## src/rtl/tt3_cond_pkg.sv

```systemverilog
// Shared types and widths for the tt3 input conditioner.
// No logic; imported by the conditioner top.
package tt3_cond_pkg;

  localparam int TT3_W    = 3;
  localparam int CHGCNT_W = 8;

  typedef enum logic [1:0] {
    IDLE    = 2'd0,
    SETTLE  = 2'd1,
    PRESENT = 2'd2
  } state_t;

endpackage

```

## src/rtl/tt3_sync_bit.sv

```systemverilog
// Single-bit SYNC_STAGES-deep synchronizer; latency SYNC_STAGES cycles, no backpressure.
module tt3_sync_bit #(
  parameter int SYNC_STAGES = 2
) (
  input  logic clk,
  input  logic rst_n,
  input  logic i_d,
  output logic o_q
);

  logic [SYNC_STAGES-1:0] r_sync;

  always_ff @(posedge clk or negedge rst_n) begin
    if (!rst_n) begin
      r_sync <= '0;
    end else begin
      r_sync <= {r_sync[SYNC_STAGES-2:0], i_d};
    end
  end

  assign o_q = r_sync[SYNC_STAGES-1];

endmodule

```

## src/rtl/tt3_input_conditioner.sv

```systemverilog
// Synchronize + debounce raw_in into a committed {in1,in2,in3} with valid/ready; TT3_COND_CHGCNT_EN adds chg_cnt.
// Latency SYNC_STAGES+HOLD_CYCLES; data and out_valid hold until out_ready, newer inputs collapse to the latest.
module tt3_input_conditioner
  import tt3_cond_pkg::*;
#(
  parameter int               HOLD_CYCLES = 4,
  parameter logic [TT3_W-1:0] RESET_VEC   = 3'b000,
  parameter int               SYNC_STAGES = 2
) (
  input  logic                clk,
  input  logic                rst_n,
  input  logic [TT3_W-1:0]    raw_in,
  input  logic                out_ready,
`ifdef TT3_COND_CHGCNT_EN
  output logic [CHGCNT_W-1:0] chg_cnt,
`endif
  output logic                in1,
  output logic                in2,
  output logic                in3,
  output logic                out_valid,
  output logic                busy
);

  localparam int               CNT_W   = $clog2(HOLD_CYCLES + 1);
  localparam logic [CNT_W-1:0] HOLD_M1 = CNT_W'(HOLD_CYCLES - 1);

  logic [TT3_W-1:0] w_sync;
  logic             w_accept;

  state_t           r_state;
  logic [TT3_W-1:0] r_committed;
  logic [TT3_W-1:0] r_cand;
  logic [CNT_W-1:0] r_cnt;
  logic             r_out_valid;

  for (genvar g = 0; g < TT3_W; g++) begin : g_sync
    tt3_sync_bit #(
      .SYNC_STAGES(SYNC_STAGES)
    ) u_sync (
      .clk  (clk),
      .rst_n(rst_n),
      .i_d  (raw_in[g]),
      .o_q  (w_sync[g])
    );
  end

  assign w_accept = r_out_valid & out_ready;

  // r_cnt counts consecutive cycles the candidate has been seen, including the first.
  always_ff @(posedge clk or negedge rst_n) begin
    if (!rst_n) begin
      r_state     <= IDLE;
      r_committed <= RESET_VEC;
      r_cand      <= RESET_VEC;
      r_cnt       <= '0;
      r_out_valid <= 1'b0;
    end else begin
      case (r_state)
        IDLE: begin
          if (w_sync != r_committed) begin
            r_cand <= w_sync;
            if (HOLD_CYCLES == 1) begin
              r_committed <= w_sync;
              r_cnt       <= '0;
              r_state     <= PRESENT;
              r_out_valid <= 1'b1;
            end else begin
              r_cnt   <= CNT_W'(1);
              r_state <= SETTLE;
            end
          end
        end
        SETTLE: begin
          if (w_sync == r_committed) begin
            r_cnt   <= '0;
            r_state <= IDLE;
          end else if (w_sync != r_cand) begin
            r_cand <= w_sync;
            r_cnt  <= CNT_W'(1);
          end else if (r_cnt == HOLD_M1) begin
            r_committed <= r_cand;
            r_cnt       <= '0;
            r_state     <= PRESENT;
            r_out_valid <= 1'b1;
          end else begin
            r_cnt <= r_cnt + CNT_W'(1);
          end
        end
        PRESENT: begin
          if (w_accept) begin
            r_state     <= IDLE;
            r_out_valid <= 1'b0;
          end
        end
        default: begin
          r_state     <= IDLE;
          r_out_valid <= 1'b0;
          r_cnt       <= '0;
        end
      endcase
    end
  end

  assign {in1, in2, in3} = r_committed;
  assign out_valid       = r_out_valid;
  assign busy            = (r_state != IDLE);

`ifdef TT3_COND_CHGCNT_EN
  logic [CHGCNT_W-1:0] r_chg_cnt;

  always_ff @(posedge clk or negedge rst_n) begin
    if (!rst_n) begin
      r_chg_cnt <= '0;
    end else if (w_accept && (r_chg_cnt != '1)) begin
      r_chg_cnt <= r_chg_cnt + CHGCNT_W'(1);
    end
  end

  assign chg_cnt = r_chg_cnt;
`endif

endmodule

```

## config.mk

```make
export PLATFORM = sky130hd
export DESIGN_NAME = tt3_input_conditioner
export DESIGN_NICKNAME = d
export VERILOG_FILES = /design/src/rtl/tt3_cond_pkg.sv /design/src/rtl/tt3_sync_bit.sv /design/src/rtl/tt3_input_conditioner.sv
export SDC_FILE = /design/constraint.sdc
export NUM_CORES = 1
export LEC_CHECK = 0
export BUFFER_PORTS_ARGS = -buffer_cell sky130_fd_sc_hd__buf_2
export CORE_MARGIN = 1
export CORE_UTILIZATION = 40
export DETAILED_ROUTE_END_ITERATION = 8
export GPL_TIMING_DRIVEN = 1
export PLACE_DENSITY = 0.69
export SETUP_SLACK_MARGIN = 0.05
export SLEW_MARGIN = 5
export SYNTH_ARGS = -nofsm -noshare
export SYNTH_HDL_FRONTEND = slang
export SYNTH_SLANG_ARGS = --single-unit
```

## constraint.sdc

```tcl
create_clock -name clk -period 1.8 [get_ports clk]
set_clock_uncertainty 0.05 [all_clocks]
set_input_delay 0.27 -clock clk [delete_from_list [all_inputs] [get_ports clk]]
set_output_delay 0.27 -clock clk [all_outputs]
set_load 0.01 [all_outputs]
```

==> flow_metrics.tcl, run 1 <==
set metrics [dict create \
    port-buffer-count 10 \
    final-max-slew-violation-count 0 \
    layout.nets 81 \
    post_route_cells_drive_above_1_share_pct 43.1 \
    cts.clk_slew.worst_paths_ns 0.10 \
    ioPinCount 11 \
    ctsHtreeMaxLevel 1 \
    start_util_pct 43.0 \
    cp_data_required_time_ns 1.94 \
    core_mm2 0.00173 \
    timing.reg2reg.worst_path_depth 5 \
    finalSetupViolCount 0 \
    finalCoreUtilization_pct 52.8 \
    die_w_um 45.1 \
    layout.cells.most_common "sky130_fd_sc_hd__dfrtp_1" \
    worst-slew-pin-transition_ns 0.390 \
    die_height_um 45.1 \
    ys.warnings.count 0 \
    global_route.usage.total_pct 14.1 \
    drc 0 \
    clock_tree_from_tritoncts "built" \
    clock_sink_count 18 \
    critical_path.endpoint "r_committed[1]" \
    yosys_register_bits 18 \
    run_status "finished clean" \
    fmaxAchievable_ghz 0.586 \
    hold_class "in2reg" \
    worstPathMaxFanout 4 \
    r2r-start "g_sync[2].u_sync.r_sync[1]" \
    route.met3.wl_um 42 \
    cts_root_buffer "sky130_fd_sc_hd__clkbuf_4" \
    worst-endpoint-arrival_ns 1.84 \
    end_kind "register" \
    yosysSeqAreaShare_pct 60.7 \
    r2r_end "r_committed[1]" \
    grt_first_pass_wirelength_um 1970 \
    synthesis.nets 60 \
    wl_met2_um 584 \
    routabilityCongestion 0.700 \
    layout_setup_ws_ns 0.0933 \
    route.top_layer_used "met4" \
    antenna_found_initial 0 \
    max-slew-margin-rel_pct 74.0 \
    worstSetupPathType "reg2reg" \
    crit_start "g_sync[2].u_sync.r_sync[1]" \
    clock_latency_ns 0.29 \
    routed_wire_length_per_instance_um 12.3 \
    drt-pass1-iter-count 2 \
    global_route.overflow_total 0 \
    via_per_inst 4.81 \
    rows 15 \
    register_to_register_setup_slack_ns 0.09 \
    leakagePower_nw 0.446 \
    floorplan.die_area_mm2 0.00203 \
    dp_hpwl_um 816 \
    post_synth.cell_area_avg_um2 14.0 \
    postRouteWirelength_um 1190 \
    drt_met1_wl_um 536 \
    layout_common_cells "sky130_fd_sc_hd__dfrtp_1, sky130_fd_sc_hd__buf_2, sky130_fd_sc_hd__buf_4" \
    route.antenna.remaining_nets 0 \
    finalWorstPathRequiredPeriod_ns 1.71 \
    worst_case_setup_slack_after_placement_ns 0.0394 \
    syn-instance-count 53 \
    syn_area_um2 742 \
    grt_max_degree 19 \
    clk_path_buf_depth 2 \
    cap_viol_max_count 0 \
    fin_total_pwr_uw 993 \
    diode_count 0 \
    routed-via-count 467 \
    final_hold_viol_count 0 \
    final.period_utilization_pct 94.8 \
    grt_setup_unrepaired "yes" \
    ys_types 19 \
    syn_to_final_growth_pct 22.9 \
    power-per-cell-area_mw_per_mm2 1090 \
    cts_buffers 3 \
    drt_iter0_drc 4 \
    grt_pass1_vias 466 \
    timing.critical_path.from_type "register" \
    worst_ir_drop_vdd_mv 0.519 \
]
==> kinds of logic (layout without fill, tap and decap cells) <==
logic type / Yosys count / in the layout / share of synthesized area (%)
DFF: 18 / 18 / 60.7
AOI/OAI and AO/OA: 9 / 9 / 8.77
and+or+nand+nor: 9 / 9 / 10.5
xor gates and xnor gates: 6 / 6 / 7.08
muxes: 6 / 6 / 9.11
buffers and inverters: 4 / 23 / 2.19
adders and majority gates: 1 / 1 / 1.69
==> state kept, by name, indices dropped and copies added, names as in the netlist <==
signal	flops
g_sync.u_sync.r_sync	6
r_cand	3
r_state	2
r_committed	3
r_cnt	3
out_valid	1
==> what timing repair did <==
action	CTS	global route
hold endpoints to repair	18	0
endpoints found under the setup margin	3	5
gates resized for setup	0	4
buffers inserted	2	1
pin swaps	3	3
hold buffers	1	0
==> worst max-delay path, cell delays in order, from the launching register on <==
cell,delay [ns]
sky130_fd_sc_hd__dfrtp_1,0.43
sky130_fd_sc_hd__xnor2_1,0.18
sky130_fd_sc_hd__nand4_2,0.16
sky130_fd_sc_hd__nor4b_4,0.28
sky130_fd_sc_hd__buf_4,0.19
sky130_fd_sc_hd__mux2_2,0.33
==> power breakdown <==
part	total, mW	internal, mW	leakage (nW)	switching (mW)
logic	0.275	0.150	0.214	0.125
clock network	0.199	0.0779	0.0138	0.121
registers	0.519	0.467	0.219	0.0515
==> stage by stage <==
stage	instance area [µm²]	TNS [ns]	hold slack (ns)	instances
after CTS	888	0	0.0167	96
after global placement	841	0	0.167	90
after global routing	912	-0.00195	0.0174	97
final	912	0	0.0247	97
after floorplan	742	0	-0.0756	53
after detailed placement	841	0	0.171	90
==> synthesized netlist by cell type <==
master / number / area share (%)
sky130_fd_sc_hd__dfrtp_1: 18 / 61
sky130_fd_sc_hd__mux2_2: 6 / 9.1
sky130_fd_sc_hd__xnor2_1: 6 / 7.1
sky130_fd_sc_hd__inv_1: 3 / 1.5
sky130_fd_sc_hd__o21ai_0: 3 / 2.0
sky130_fd_sc_hd__a41o_1: 2 / 2.7
sky130_fd_sc_hd__nand2_1: 2 / 1.0
sky130_fd_sc_hd__nor3b_1: 2 / 2.0
sky130_fd_sc_hd__a21o_1: 1 / 1.0
sky130_fd_sc_hd__a31o_2: 1 / 1.2
sky130_fd_sc_hd__a31oi_1: 1 / 0.84
sky130_fd_sc_hd__buf_2: 1 / 0.67
sky130_fd_sc_hd__ha_1: 1 / 1.7
sky130_fd_sc_hd__nand2b_1: 1 / 0.84
sky130_fd_sc_hd__nand4_2: 1 / 1.7
sky130_fd_sc_hd__nor2b_1: 1 / 0.84
sky130_fd_sc_hd__nor4b_4: 1 / 3.2
sky130_fd_sc_hd__o21a_1: 1 / 1.0
sky130_fd_sc_hd__or2_2: 1 / 0.84
==> layout make-up <==
cell class	instances	area, µm²
well taps	25	31.3
fillers	158	815
repair buffers	17	105
flip-flops and latches	18	452
multi-input cells	31	290
inverters	3	11.3
clock buffers	3	22.5
==> worst min-delay path by stage <==
stage / from / to / slack, ns / cells after the start
after global routing: raw_in[0] / g_sync[0].u_sync.r_sync[0] / 0.02 / 1
after CTS: raw_in[2] / g_sync[2].u_sync.r_sync[0] / 0.02 / 1
after global placement: rst_n / out_valid / 0.17 / 1
final: raw_in[2] / g_sync[2].u_sync.r_sync[0] / 0.02 / 1
after floorplan: rst_n / g_sync[0].u_sync.r_sync[0] / -0.08 / 0
after detailed placement: rst_n / out_valid / 0.17 / 1
==> metal layers <==
layer	global-route usage (%)	vias to the layer above
li1	-	222
met1	17.9	230
met3	2.80	4
met5	0	-
met4	9.09	0
met2	22.0	11
No activity file was read; power rests on OpenSTA's default activity.
==> run 2, diff against run 1 <==
--- a/config.mk
+++ b/config.mk
@@ -12,3 +12,3 @@
 export GPL_TIMING_DRIVEN = 1
-export PLACE_DENSITY = 0.69
+export PLACE_DENSITY = 0.72
 export SETUP_SLACK_MARGIN = 0.05
@@ -17,2 +17,3 @@
 export SYNTH_HDL_FRONTEND = slang
+export SYNTH_HIERARCHICAL = 1
 export SYNTH_SLANG_ARGS = --single-unit
==> constraint.sdc (replaced) <==
create_clock -name clk -period 1.4 [get_ports clk]
set_clock_uncertainty 0.05 [all_clocks]
set_input_delay 0.21 -clock clk [delete_from_list [all_inputs] [get_ports clk]]
set_output_delay 0.21 -clock clk [all_outputs]
set_load 0.02 [all_outputs]
==> run 2 against run 1 <==
The run now ends with negative setup slack left. Fmax is 3.9% higher. Hold slack better by 0.19 ns. Largest cell class unchanged. Synthesized cell count is 1.9% higher. Count of clock-buffer cells in the layout is 1 higher. Highest routed layer unchanged. Global-route usage is 1.2 points higher.
==> flow_metrics.tcl, run 2 <==
set metrics [dict create \
    fmaxAchievable_ghz 0.609 \
    whs_path_depth 3 \
    antenna_found_initial 0 \
    finalSetupViolCount 11 \
    port-buffer-count 10 \
    rows 15 \
    worst_ir_drop_vdd_mv 0.801 \
    routed-via-count 529 \
    layout_common_cells "sky130_fd_sc_hd__dfrtp_1, sky130_fd_sc_hd__buf_4, sky130_fd_sc_hd__buf_2" \
    die_w_um 44.8 \
    drc 0 \
    finalWorstPathRequiredPeriod_ns 1.64 \
    synth_top_cell_by_area "sky130_fd_sc_hd__dfrtp_1" \
    max_flop_register "g_sync.u_sync/r_sync" \
    clock_sink_count 18 \
    r2r_end "r_committed[2]" \
    power-per-cell-area_mw_per_mm2 1460 \
    critical_path.cell_chain "xnor2_2 -> a31o_4 -> nor3_4 -> mux2_4" \
    grt_max_degree 19 \
    failing_checks "negative setup slack" \
    wl_met2_um 723 \
    synth_common_cells "sky130_fd_sc_hd__dfrtp_1, sky130_fd_sc_hd__mux2_2, sky130_fd_sc_hd__xnor2_1" \
    route.antenna.remaining_nets 0 \
    routed_wire_length_per_instance_um 12.6 \
    post_route_cells_drive_above_1_share_pct 58.9 \
    global_route.usage.total_pct 15.3 \
    synth-edff-count 0 \
    register_to_register_setup_slack_ns -0.24 \
    routabilityCongestion 0.765 \
    route.met3.wl_um 60 \
    worst-endpoint-arrival_ns 1.78 \
    whs_endpoint "r_state[1]" \
    fin_worst_hold_slack_ns 0.211 \
    grt_pass1_vias 525 \
    synth.top_cells.by_area "sky130_fd_sc_hd__dfrtp_1, sky130_fd_sc_hd__mux2_2, sky130_fd_sc_hd__xnor2_1" \
    total_instance_count_after_detailed_placement 103 \
    core_mm2 0.00173 \
    clock_tree_from_tritoncts "built" \
    hold_path.startpoint "out_ready" \
    hold_class "in2reg" \
    syn_to_final_growth_pct 51.7 \
    crit_family "flip-flops" \
    ys_types 19 \
    async_set_or_reset_register_ratio_after_synthesis_pct 100 \
    post-synth-top-area-fraction_pct 61.4 \
    placement.cell_area_um2 938 \
    fin_area_mm2 0.00111 \
    critical_path.n_buffers_inverters 0 \
    cts_root_buffer "sky130_fd_sc_hd__clkbuf_4" \
    drt_iter0_drc 3 \
    cap_viol_max_count 0 \
    diode_count 0 \
    syn_area_um2 733 \
    ys.warnings.count 6 \
    synth_flop_cell "sky130_fd_sc_hd__dfrtp_1" \
    yosys_register_bits 18 \
    drt_met1_wl_um 625 \
    worstSetupPathType "reg2reg" \
    r2r-start "g_sync[0].u_sync/r_sync[1]" \
    finalNonFillerCells 115 \
    timing.reg2reg.worst_path_depth 4 \
    layout.nets 98 \
    timing.critical_path.from_type "register" \
    via_per_inst 4.60 \
    synth_most_common_cell "sky130_fd_sc_hd__dfrtp_1" \
    cts_buffers 3 \
    yosysSeqAreaShare_pct 61.4 \
    final_hold_viol_count 0 \
    final-max-slew-violation-count 0 \
    timing.critical_path.slowest_cell_delay_ns 0.44 \
    final.period_utilization_pct 117 \
    leakagePower_nw 0.534 \
    post_synth.cell_area_avg_um2 13.6 \
    clk_path_buf_depth 2 \
    max-slew-margin-rel_pct 73.5 \
    layout_setup_ws_ns -0.242 \
    end_kind "register" \
    synthesis.nets 61 \
    dp_hpwl_um 940 \
    grt_first_pass_wirelength_um 2100 \
    cts.clk_slew.worst_paths_ns 0.10 \
    die_height_um 44.8 \
    clock_latency_ns 0.30 \
    cp_slowest_cell "sky130_fd_sc_hd__dfrtp_1" \
    floorplan.die_area_mm2 0.00201 \
    largest_register_ff_count 6 \
    ioPinCount 11 \
    ctsHtreeMaxLevel 1 \
    drt-pass1-iter-count 2 \
    worstPathMaxFanout 4 \
    route.top_layer_used "met4" \
    syn-instance-count 54 \
    cp_data_required_time_ns 1.54 \
    global_route.overflow_total 0 \
    run_status "finished, violations left" \
    start_util_pct 42.5 \
    grt_setup_unrepaired "yes" \
    crit_start "g_sync[0].u_sync/r_sync[1]" \
    postRouteWirelength_um 1450 \
    worst-slew-pin-transition_ns 0.398 \
]
-- run 2: cell types whose count changed after synthesis, sizes merged --
cell,change
a31o,+2
nor4b,-1
a41o,-2
buf,-1
nor2,+3
nor3,+3
inv,-1
nor3b,-2
-- run 2: metrics by stage --
step                      setup WS, ns  power, mW  TNS (ns)  util (%)
after floorplan                 -0.231      0.961    -0.836         -
after global placement          -0.185       1.18    -0.751      54.3
after detailed placement        -0.242       1.19     -1.18      54.3
after CTS                       -0.222       1.58     -1.56      61.8
after global routing            -0.314       1.72     -2.15      64.4
final                           -0.242       1.62     -1.38      64.4
-- run 2: layout make-up --
cell class | instances | area [µm²]
Fill cell | 144 | 614
Sequential cell | 18 | 454
Inverter | 2 | 7.51
Clock buffer | 4 | 36.3
Timing Repair Buffer | 32 | 243
Multi-Input combinational cell | 34 | 340
Tap cell | 25 | 31.3
-- run 2: power breakdown --
group	internal, mW	total [mW]	switching [mW]
sequential	0.607	0.672	0.0652
clock	0.159	0.319	0.160
combinational	0.355	0.629	0.274
-- run 2: per-layer routing --
metal | track usage, % | vias up
met4 | 6.67 | 0
met3 | 7.20 | 5
met5 | 0 | -
li1 | - | 258
met2 | 24.4 | 13
met1 | 17.7 | 253
-- run 2: worst max path at each step --
stage                     cells after the start  slack, ns             end
after floorplan                               4      -0.23  r_committed[0]
after global placement                        4      -0.19  r_committed[2]
after detailed placement                      4      -0.24  r_committed[0]
after CTS                                     4      -0.22  r_committed[1]
after global routing                          4      -0.31  r_committed[2]
final                                         4      -0.24  r_committed[2]
-- run 2: tightest hold or removal path, stage by stage --
cell and delay, ns:
sky130_fd_sc_hd__buf_2 0.10, sky130_fd_sc_hd__nand2_1 0.08, sky130_fd_sc_hd__a31o_4 0.15
-- run 2: kinds of logic after synthesis --
family	Yosys count	synth area share [%]
buf+inv	2	1.02
flops	18	61.4
fa+ha+maj	1	1.71
compound gates	9	9.90
xor+xnor	6	7.17
simple gates	12	9.56
mux	6	9.21
-- run 2: timing repair --
item / CTS / global route
hold endpoints to repair: 21 / 0
hold buffers: 4 / 0
pin swaps: 4 / 4
gates resized for setup: 8 / 9
setup buffers: 4 / 1
setup endpoints to repair: 12 / 13
